==> src/rtl/dispatcher_pkg.sv <==
// rtl/dispatcher_pkg.sv - shared FSM encoding and default sizing for the job dispatcher
package dispatcher_pkg;

   localparam int DEF_WIDTH   = 16;
   localparam int DEF_NOPS    = 4;
   localparam int DEF_DEPTH   = 4;
   localparam int DEF_TIMEOUT = 15;

   typedef enum logic [1:0] {
      ST_IDLE  = 2'd0,
      ST_START = 2'd1,
      ST_WAIT  = 2'd2,
      ST_OUT   = 2'd3
   } state_t;

endpackage

==> src/rtl/job_fifo.sv <==
// rtl/job_fifo.sv - circular job queue holding packed operand sets
module job_fifo
   import dispatcher_pkg::*;
#(
   parameter int WIDTH = DEF_WIDTH * DEF_NOPS,
   parameter int DEPTH = DEF_DEPTH
) (
   input  logic                     clk,
   input  logic                     rst_n,
   input  logic                     push,
   input  logic [WIDTH-1:0]         push_data,
   input  logic                     pop,
   output logic [WIDTH-1:0]         head,
   output logic [$clog2(DEPTH):0]   count,
   output logic                     ready
);

   localparam int AW = $clog2(DEPTH);
   localparam logic [AW:0] FULL = (AW+1)'(DEPTH);

   logic [WIDTH-1:0] mem [DEPTH];
   logic [AW-1:0]    wr_ptr;
   logic [AW-1:0]    rd_ptr;
   logic             do_push;
   logic             do_pop;

   // A full queue never accepts, and popping an empty queue is a no-op
   assign ready   = (count < FULL);
   assign do_push = push && ready;
   assign do_pop  = pop && (count != '0);
   assign head    = mem[rd_ptr];

   // Pointers wrap naturally at DEPTH; count only moves on an unpaired push or pop
   always_ff @(posedge clk or negedge rst_n) begin
      if (!rst_n) begin
         wr_ptr <= '0;
         rd_ptr <= '0;
         count  <= '0;
      end else begin
         if (do_push) wr_ptr <= wr_ptr + 1'b1;
         if (do_pop)  rd_ptr <= rd_ptr + 1'b1;
         if (do_push && !do_pop)      count <= count + 1'b1;
         else if (do_pop && !do_push) count <= count - 1'b1;
      end
   end

   // Storage needs no reset: an entry is only read after it has been written
   always_ff @(posedge clk) begin
      if (do_push) mem[wr_ptr] <= push_data;
   end

endmodule

==> src/rtl/job_dispatcher.sv <==
// rtl/job_dispatcher.sv - queues jobs and runs each through start, wait-with-timeout and result handoff
module job_dispatcher
   import dispatcher_pkg::*;
#(
   parameter int WIDTH   = DEF_WIDTH,
   parameter int NOPS    = DEF_NOPS,
   parameter int DEPTH   = DEF_DEPTH,
   parameter int TIMEOUT = DEF_TIMEOUT
) (
   input  logic                     clk,
   input  logic                     rst_n,
   input  logic                     in_valid,
   output logic                     in_ready,
   input  logic [NOPS*WIDTH-1:0]    in_data,
   input  logic                     op_ready,
   output logic                     start,
   output logic [NOPS*WIDTH-1:0]    operands,
   input  logic                     done,
   input  logic [WIDTH-1:0]         result,
   output logic                     res_valid,
   input  logic                     res_ready,
   output logic [WIDTH-1:0]         res_data,
   output logic                     res_err,
   output logic                     busy,
   output logic [$clog2(DEPTH):0]   fifo_count
);

   localparam int DW = NOPS * WIDTH;
   localparam int CW = $clog2(TIMEOUT + 1);
   localparam logic [CW-1:0] LAST_WAIT = CW'(TIMEOUT - 1);

   state_t          state;
   state_t          state_next;
   logic [CW-1:0]   wait_cnt;
   logic [DW-1:0]   head;
   logic            pop;
   logic            take_done;
   logic            take_timeout;

   job_fifo #(
      .WIDTH (DW),
      .DEPTH (DEPTH)
   ) u_fifo (
      .clk       (clk),
      .rst_n     (rst_n),
      .push      (in_valid),
      .push_data (in_data),
      .pop       (pop),
      .head      (head),
      .count     (fifo_count),
      .ready     (in_ready)
   );

   // State register
   always_ff @(posedge clk or negedge rst_n) begin
      if (!rst_n) state <= ST_IDLE;
      else        state <= state_next;
   end

   // Next state; done wins over the timeout when both land on the last wait cycle
   always_comb begin
      state_next   = state;
      pop          = 1'b0;
      take_done    = 1'b0;
      take_timeout = 1'b0;
      case (state)
         ST_IDLE: begin
            if ((fifo_count != '0) && op_ready) begin
               pop        = 1'b1;
               state_next = ST_START;
            end
         end
         ST_START: state_next = ST_WAIT;
         ST_WAIT: begin
            if (done) begin
               take_done  = 1'b1;
               state_next = ST_OUT;
            end else if (wait_cnt == LAST_WAIT) begin
               take_timeout = 1'b1;
               state_next   = ST_OUT;
            end
         end
         ST_OUT: begin
            if (res_ready) state_next = ST_IDLE;
         end
         default: state_next = ST_IDLE;
      endcase
   end

   // Operand latch on pop, wait-cycle counter, and result/error capture
   always_ff @(posedge clk or negedge rst_n) begin
      if (!rst_n) begin
         operands <= '0;
         wait_cnt <= '0;
         res_data <= '0;
         res_err  <= 1'b0;
      end else begin
         if (pop) operands <= head;
         if (state == ST_START)     wait_cnt <= '0;
         else if (state == ST_WAIT) wait_cnt <= wait_cnt + 1'b1;
         if (take_done) begin
            res_data <= result;
            res_err  <= 1'b0;
         end else if (take_timeout) begin
            res_data <= '0;
            res_err  <= 1'b1;
         end
      end
   end

   assign start     = (state == ST_START);
   assign res_valid = (state == ST_OUT);
   assign busy      = (state != ST_IDLE);

endmodule
==> config.mk <==
export PLATFORM = sky130hd
export DESIGN_NAME = job_dispatcher
export DESIGN_NICKNAME = d
export VERILOG_FILES = /design/src/rtl/dispatcher_pkg.sv /design/src/rtl/job_fifo.sv /design/src/rtl/job_dispatcher.sv
export SDC_FILE = /design/constraint.sdc
export NUM_CORES = 1
export LEC_CHECK = 0
export CAP_MARGIN = 25
export CORE_ASPECT_RATIO = 1.1
export CORE_UTILIZATION = 59
export DETAILED_ROUTE_END_ITERATION = 12
export GPL_TIMING_DRIVEN = 0
export PLACE_DENSITY = 0.85
export SLEW_MARGIN = 15
export SYNTH_ARGS = -nofsm -noshare
export SYNTH_HDL_FRONTEND = slang
export SYNTH_HIERARCHICAL = 1
export SYNTH_SLANG_ARGS = --single-unit
==> constraint.sdc <==
create_clock -name clk -period 5.7 [get_ports clk]
set_clock_uncertainty 0.15 [all_clocks]
set_input_delay 0.855 -clock clk [delete_from_list [all_inputs] [get_ports clk]]
set_output_delay 0.855 -clock clk [all_outputs]
set_load 0.02 [all_outputs]
==> results of run 1 <==
==> power breakdown <==
group | switching (mW) | internal [mW] | total (mW)
clock | 0.895 | 1.24 | 2.14
combinational | 1.45 | 1.56 | 3.01
sequential | 0.293 | 3.36 | 3.65
==> flip-flops by register name, summed over array words and instances, names as in the netlist <==
name,flops
res_data,16
wait_cnt,4
operands,64
u_fifo/wr_ptr,2
u_fifo/count,3
u_fifo/mem,256
res_err,1
state,2
u_fifo/rd_ptr,2
==> layer usage <==
layer  wire, µm  part of all wire [%]
met5         18                 0.071
met4        488                   1.9
met1       9720                    38
met2      13400                    53
met3       1840                   7.2
==> metrics by stage <==
stage / worst slack [ps] / cells / instance area (µm²) / util, %
CTS: 2670 / 1118 / 16400 / 76.2
floorplan: 2380 / 589 / 13100 / -
finish: 2680 / 1119 / 16400 / 76.2
detailed placement: 2350 / 1057 / 15300 / 71.2
global placement: -367 / 1052 / 15200 / 70.5
global route: 2600 / 1118 / 16400 / 76.2
==> placed cells by master, fill, tap and decap left out, types with 3 or more instances in the layout <==
master           synthesis  routed
clkinv_1                 0       3
mux4_2                  64      64
nor2b_1                  3       3
clkbuf_8                 0       5
clkinv_2                 0       5
xnor2_1                  5       5
ha_1                    12      12
mux2_2                  67      67
a22o_1                  16      16
edfxtp_1               256     256
nor2_1                   5       5
clkinvlp_4               0       3
dfrtp_1                 94      94
clkbuf_16                0      35
buf_6                   11      12
and2_4                   0       4
clkdlybuf4s50_1          0     172
inv_1                   11      11
buf_2                   10      10
nand2_1                  3       3
clkbuf_1                 3      10
buf_16                   0       5
==> critical path, stage by stage, from the launching register on <==
cell and delay [ps]:
dfrtp_1 410, inv_1 130, ha_1 320, clkdlybuf4s50_1 660
==> worst min path at each step <==
stage                     slack [ps]      endpoint  depth (start not counted)
final                            130  operands[57]                          1
after global routing             160  operands[51]                          1
after CTS                        140  operands[36]                          1
after detailed placement         330   res_data[5]                          1
after global placement           330   res_data[6]                          1
after floorplan                  380      state[1]                          1
==> kinds of logic (layout without fill, tap and decap cells) <==
kind of cell               after synthesis  in the layout  share of synthesized area, %
muxes                                  132            132                          16.9
buffers and inverters                   37            276                          1.85
and+or+nand+nor                         24             24                          1.02
adders and majority gates               13             13                          1.30
xor gates and xnor gates                 6              6                         0.402
AOI/OAI and AO/OA                       27             27                          1.76
other                                    0              1                             0
DFF                                    350            350                          76.8
==> area by class of cell <==
type                       instances  area (µm²)
tap                              290         363
sequential                       350       10000
inverter                          11        41.3
timing repair buffer             178        1870
antenna                            1        2.50
multi-input combinational        202        2800
fill                            1186        5110
clock buffer                      47         971
buffer                            26         200
clock inverter                    14         106
==> flow_summary.ini, run 1 <==
[run_status]
status = complete, no violations

[routing]
wirelength_um = 25500
ant_nets = 0
num_vias = 6453
drt_iter0_markers = 374
avgViaCountPerCell = 5.77
post_drt_wl_per_cell_um = 22.8
drc = 0
drt_first_pass_iters = 4

[global_route]
grt_start_max_net_pins = 55
grtUsageMet1_pct = 28.3
antenna_found_initial = 1
grt_pass1_vias = 7008
grt_use_met3_pct = 6.81
overflow = 0
grt_util_all_layers_pct = 23.4
grtUsageMet2_pct = 40.5
grt_pass1_wl_um = 38500
top_usage_layer = met2

[finish]
fin_nets = 902
area_growth_pct = 25.4
drive_gt1_share_pct = 26.6

[placed_design]
io_buffers = 173
globalplace.congestion = 0.832
dpl.hpwl_um = 16000

[critical_path]
required_ps = 4700
crit_start = state[1]
cp.arrival_ps = 2020
worstReg2RegStart = state[0]
cp-end-kind = primary output
crit_path_end = start
worst-setup-path-type = flip-flop to primary output
cp-start-kind = flip-flop
r2r-end = u_fifo/count[2]
rrSetupSlack_ps = 2830
crit_fanout = 5
reg2reg_depth = 13

[yosys]
synth_area_um2 = 13100
ys.flop_type = edfxtp_1
ys_warn_count = 6
synth_seq_cells = 350
synth.area.top_cells = edfxtp_1, dfrtp_1, mux4_2
syn_nets = 688
async_flop_share_pct = 26.9
synth_commonest_cells = edfxtp_1, dfrtp_1, mux2_2
synth_cell_type_count = 35
synth_top_area_share_pct = 58.8
avgSynthCellArea_um2 = 22.2
synth_area_leader_cell = edfxtp_1
seq_area_frac_synth_pct = 76.8
synth.most_common_cell = edfxtp_1
synth_edf_count = 256
syn_inst = 589

[sta]
setup_viol = 0
finalCriticalPeriod_ps = 3020
fin_tns_setup_ps = 0
rsz0062_at_grt = false
timing.hold.ws_ps = 134
slew_viol_final = 0
slew_headroom_pct = 57.0
period_share_pct = 53.0
hold_viol_final = 0
max_freq_mhz = 331
worst_pin_slew_ps = 645

[floorplan]
num_rows = 56
dieArea_um2 = 22800
dieWidth_um = 144
die_h_um = 158
ioPinCount = 174
start_util_pct = 60.8
core_area_um2 = 21500

[cts]
cts-root-buf = clkbuf_16
htree_num_levels = 2
hold_buffers = 0
cts_sinks = 350
post_cts_buffers = 0
cts_max_path_buffers = 3
cts_tree = built
clk_pin_slew_worst_paths_ps = 60
ctsResizeCount = 0
clk_latency_ps = 500
cts_made_buffers = 34

[power_and_ir_drop]
peakVddDrop_mv = 0.349
finalPower_mw = 8.79
powerDensity_nw_per_um2 = 536
p_leak_nw = 5.85

[job]
cap_violations = 0

[min_path]
hold_path_class = primary input to asynchronous set/reset pin
No activity file was read; power rests on OpenSTA's default activity.
==> inputs of run 2 (changes only) <==
CORE_UTILIZATION = 49   (was 59)
PLACE_DENSITY = 0.75   (was 0.85)
clock period = 2.5 ns   (was 5.7 ns; I/O delays follow)
==> run 2 against run 1 <==
  * Power rose by 130%
  * Sequential share of layout area fell by 0.97 points
  * Setup slack got worse by 2600 ps
  * Global-route usage fell by 4.0 points
  * Non-clock buffer count rose by 10
  * First-iteration DRC count fell by 20%
  * Wire length fell by 0.43%
  * Final cell count rose by 6.8%
==> flow_summary.ini, run 2 (synthesis results as in run 1) <==
[global_route]
grt_util_all_layers_pct = 19.4
grt_pass1_wl_um = 39600
antenna_found_initial = 0
grt_start_max_net_pins = 55
grt_pass1_vias = 7245
overflow = 0

[floorplan]
dieArea_um2 = 27300
die_h_um = 173
num_rows = 62
start_util_pct = 50.0
dieWidth_um = 158
ioPinCount = 174
core_area_um2 = 26100

[critical_path]
cp.arrival_ps = 2670
worstPathCellList = buf_4 -> or3_1 -> nand2_2 -> ha_2 -> inv_1 -> fa_1 -> xor2_1 -> nor2_1 -> xnor2_1
max_stage_delay_ps = 430
required_ps = 2780
worst-setup-path-type = flip-flop to flip-flop
crit_path_end = u_fifo/count[2]
worstReg2RegStart = u_fifo/count[0]
cp-end-kind = flip-flop
crit_start = u_fifo/count[0]
reg2reg_depth = 9
rrSetupSlack_ps = 110
crit_fanout = 5
r2r-end = u_fifo/count[2]
cpMaxStageDelayCell = dfrtp_2
cp-start-kind = flip-flop

[finish]
drive_gt1_share_pct = 28.8
largest_reg_flops = 256
fin_nets = 914
n_antenna_cell = 0
fin_util_pct = 63.7
area_growth_pct = 27.5
fill_cells = 1797
largest_registers = u_fifo/mem: 256 flops, operands: 64 flops, res_data: 16 flops
fin_area_um2 = 16700
largest_register = u_fifo/mem
final_common_cell = edfxtp_1
multi_input_area_um2 = 2830
register_area_um2 = 10000
final_cell_mix = edfxtp_1, clkdlybuf4s50_1, dfrtp_1, mux2_2, mux4_2

[power_and_ir_drop]
p_leak_nw = 5.95
p_clk_share_pct = 26.0
peakVddDrop_mv = 0.916
intPower_mw = 14.5
p_switching_mw = 6.04
pwr-share-comb_pct = 33.7
powerDensity_nw_per_um2 = 1230
swShare_pct = 29.4
p_seq_share_pct = 40.3

[cts]
htree_num_levels = 2
cts_tree = built
cts_sinks = 350
cts_max_path_buffers = 3
cts-root-buf = clkbuf_16
clk_latency_ps = 510
cts_made_buffers = 36
clk_pin_slew_worst_paths_ps = 60

[job]
cap_violations = 0

[routing]
wirelength_um = 25400
ant_nets = 0
avgViaCountPerCell = 5.37
drc = 0
post_drt_wl_per_cell_um = 21.2
drt_iter0_markers = 300
drt_first_pass_iters = 4
num_vias = 6414

[sta]
max_freq_mhz = 418
rsz0062_at_grt = false
slew_headroom_pct = 52.8
setup_ws_ps = 107
period_share_pct = 95.7
setup_viol = 0
hold_viol_final = 0
finalCriticalPeriod_ps = 2390
worst_pin_slew_ps = 708
timing.hold.ws_ps = 231
fin_tns_setup_ps = 0
slew_viol_final = 0

[placed_design]
dpl_worst_slack_ps = -364
placedInstanceArea_um2 = 15400
dpl.hpwl_um = 16100
globalplace.congestion = 0.745
io_buffers = 173

[min_path]
hold_path_class = primary input to asynchronous set/reset pin

[run_status]
status = complete, no violations
## run 2: cell types whose count changed in the layout (fill, tap and decap cells not counted), moves of 2 or more
cell       delta
inv_2         +2
clkinv_2      +5
buf_16        -4
clkbuf_8      -3
buf_12        +4
dfrtp_2       +2
ha_1          -2
inv_1         -2
bufinv_16     +3
clkinv_1      +2
dfrtp_1       -2
buf_4        +10
clkbuf_16     +2
clkbuf_1      -4
## run 2: worst max-delay path: cells and delay by family (launching register included)
kind	cells	cell delay, ps
buffers and inverters	2	210
and+or+nand+nor	3	660
DFF	1	430
xor gates and xnor gates	2	310
adders and majority gates	2	560
## run 2: worst min path at each step
stage / slack [ps] / endpoint / from
final: 230 / operands[30] / rst_n
after global routing: 250 / operands[39] / rst_n
after global placement: 330 / res_data[8] / res_data[8]
after floorplan: -70 / operands[0] / rst_n
after CTS: 230 / operands[39] / rst_n
after detailed placement: 200 / operands[30] / rst_n
## run 2: final cells by class
cell class                      instances  share of cell area (%)
Buffer                                 25                    1.13
Clock buffer                           42                    5.79
Clock inverter                         24                    1.37
Inverter                               11                   0.248
Multi-Input combinational cell        202                    17.0
Sequential cell                       350                    60.3
Tap cell                              352                    2.64
Timing Repair Buffer                  189                    11.6
## run 2: timing repair
action                                  in CTS  in global routing
buffers inserted                             5                  5
gates resized for setup                     10                  1
endpoints found under the setup margin       3                  3
hold endpoints to repair                    40                  0
cloned                                       0                  0
hold buffers                                 1                  0
pin swaps                                    1                  2
## run 2: layer usage
| metal | vias to the layer above | track usage (%) | wire, µm |
|---|---|---|---|
| met5 | - | 0 | 0 |
| met4 | 0 | 5.83 | 557 |
| met3 | 44 | 4.18 | 1290 |
| met2 | 186 | 34.3 | 13500 |
| met1 | 3354 | 23.7 | 10000 |
| li1 | 2830 | - | - |
## run 2: power by group through the flow
stage          combinational (mW)  sequential (mW)  clock (mW)
2_1_floorplan                3.38             9.09           0
3_3_place_gp                 6.58             8.34           0
3_5_place_dp                 6.86             8.41           0
4_1_cts                      7.03             8.29        5.46
5_1_grt                      7.41             8.40        5.68
6_report                     6.91             8.27        5.32
## run 2: through the flow
step           std cells  total power [mW]
2_1_floorplan        589              12.5
6_report            1195              20.5
3_5_place_dp        1119              15.3
4_1_cts             1191              20.8
3_3_place_gp        1114              14.9
5_1_grt             1195              21.5
==> inputs of run 3 (changes only) <==
SYNTH_HIERARCHICAL = unset   (was 1)
==> run 3 against run 2 <==
  * Clock-buffer cell count up 7
  * The flow now finishes with violations (design-rule violations)
  * Largest power group unchanged
  * Sequential share of layout area up 0.68 points
  * Synthesized cell count down 0.85%
  * Maximum frequency up 0.48%
  * Setup slack better by 11 ps
  * Die area down 0.56%
  * Non-clock buffer count down 7
==> flow_summary.ini, run 3 <==
[run_status]
status = complete, but fails checks
violations = design-rule violations

[critical_path]
worstPathCellList = or3_4 -> nand3_2 -> buf_12 -> ha_2 -> inv_1 -> fa_1 -> xor2_1 -> nor2_1 -> xnor2_1
worstReg2RegStart = u_fifo.count[1]
cpLargestDelayFamily = simple AND/OR/NAND/NOR gates
worst-setup-path-type = flip-flop to flip-flop
cp.arrival_ps = 2660
cpMaxStageDelayCell = dfrtp_1
required_ps = 2780
max_stage_delay_ps = 430
crit_fanout = 7
cp-end-kind = flip-flop
r2r-end = u_fifo.count[2]
rrSetupSlack_ps = 120
reg2reg_depth = 9
worst-path-buf-inv = 2
cp-start-kind = flip-flop

[power_and_ir_drop]
peakVddDrop_mv = 0.835
powerDensity_nw_per_um2 = 1210
p_leak_nw = 5.84
finalPower_mw = 19.9

[global_route]
overflow = 0
grt_pass1_vias = 6962
grt_util_all_layers_pct = 19.2
grt_start_max_net_pins = 51
antenna_found_initial = 0
grt_pass1_wl_um = 39000

[sta]
finalCriticalPeriod_ps = 2380
period_share_pct = 95.3
max_freq_mhz = 420
timing.hold.ws_ps = 260
slew_viol_final = 0
worst_pin_slew_ps = 752
fin_tns_setup_ps = 0
setup_ws_ps = 119
slew_headroom_pct = 49.8
hold_viol_final = 0
setup_viol = 0
rsz0062_at_grt = false

[floorplan]
num_rows = 62
die_h_um = 173
start_util_pct = 49.9
core_area_um2 = 26100
dieWidth_um = 157
dieArea_um2 = 27200
ioPinCount = 174

[finish]
n_antenna_cell = 0
fin_nets = 902
area_growth_pct = 26.7
fin_area_um2 = 16500
drive_gt1_share_pct = 25.9
multi_input_area_um2 = 2760
fill_cells = 1840
largest_register = u_fifo.mem
fin_cells = 1182
largest_registers = u_fifo.mem: 256 flops, operands: 64 flops, res_data: 16 flops
fin_util_pct = 63.2
final_cell_mix = edfxtp_1, clkdlybuf4s50_1, dfrtp_1, mux2_2, mux4_2
final_common_cell = edfxtp_1
register_area_um2 = 10000
largest_reg_flops = 256

[cts]
clk_latency_ps = 510
cts-root-buf = clkbuf_16
cts_made_buffers = 35
cts_tree = built
cts_max_path_buffers = 3
cts_sinks = 350
clk_pin_slew_worst_paths_ps = 60
htree_num_levels = 2

[routing]
num_vias = 6295
avgViaCountPerCell = 5.33
drt_iter0_markers = 337
drt_first_pass_iters = 12
post_drt_wl_per_cell_um = 21.1
wirelength_um = 25000
drc = 1
ant_nets = 0

[yosys]
synth_area_leader_cell = edfxtp_1
seq_area_frac_synth_pct = 77.2
synth_commonest_cells = edfxtp_1, dfrtp_1, mux2_2
post_synth_mux_area_share_pct = 16.9
synth_top_family_by_area = multiplexers
synth.most_common_cell = edfxtp_1
synth.area.top_cells = edfxtp_1, dfrtp_1, mux4_2
synth_top_area_share_pct = 59.1
syn_inst = 584
avgSynthCellArea_um2 = 22.3
synthXorXnorAreaFrac_pct = 0.404
synth_edf_count = 256
synth_seq_cells = 350
synthSimpleGateAreaFrac_pct = 0.905
synth_area_um2 = 13000
ys_warn_count = 0
ys.flop_type = edfxtp_1
async_flop_share_pct = 26.9
synthAdderAreaFrac_pct = 1.31
synth_cell_type_count = 30
syn_nets = 683
synth_compound_area_share_pct = 1.58

[job]
cap_violations = 0

[min_path]
hold_path_class = primary input to asynchronous set/reset pin

[placed_design]
io_buffers = 173
globalplace.congestion = 0.718
dpl.cell_count = 1114
dpl.hpwl_um = 15900
dpl_worst_slack_ps = -213
placedInstanceArea_um2 = 15300
run 3: changes by cell type after synthesis, moves of 2 or more:
cell / before / now
clkbuf_1: 3 / 9
nor2b_1: 3 / 1
a21oi_1: 1 / 3
buf_2: 10 / 6
buf_4: 2 / 0
o21ai_0: 2 / 4
run 3: cell type report:
class	instances	share of cell area, %
plain buffers	24	1.06
clock buffers	49	6.07
clock inverters	15	0.699
inverters	11	0.251
multi-input cells	198	16.7
flip-flops and latches	350	60.9
well taps	352	2.67
repair buffers	183	11.6
run 3: repair_timing:
| action | CTS | global route |
|---|---|---|
| hold buffers | 1 | 0 |
| resized for setup | 5 | 1 |
| endpoints found under the hold margin | 49 | 0 |
| setup buffers | 0 | 4 |
| endpoints found under the setup margin | 3 | 2 |
run 3: per-layer routing:
metal | GRT usage, % | vias up | share of wire (%)
met5 | 0 | - | 0
met4 | 6.15 | 0 | 2.1
met3 | 3.38 | 37 | 5.0
met2 | 33.9 | 181 | 53
met1 | 24.0 | 3286 | 40
li1 | - | 2791 | -
run 3: worst max-delay path by stage:
stage                          from  slack [ps]              end  cells after the start
floorplan           u_fifo.count[2]          20  u_fifo.count[2]                     10
global placement              rst_n       -3050      operands[0]                      1
detailed placement  u_fifo.count[1]        -210  u_fifo.count[2]                     10
CTS                        state[1]           6            start                      3
global route        u_fifo.count[1]          30  u_fifo.count[2]                      9
finish              u_fifo.count[1]         120  u_fifo.count[2]                      9
run 3: cell families (layout without fill, tap and decap cells):
logic type | Yosys count | in the layout
buf+inv | 36 | 282
mux | 131 | 131
xor+xnor | 6 | 6
simple gates | 21 | 21
compound gates | 27 | 27
flops | 350 | 350
fa+ha+maj | 13 | 13
run 3: where the power goes:
part	leakage [nW]	internal [mW]	total [mW]	switching, mW
Clock	0.545	2.91	4.99	2.08
Sequential	3.45	7.64	8.22	0.574
Combinational	1.85	3.51	6.72	3.21
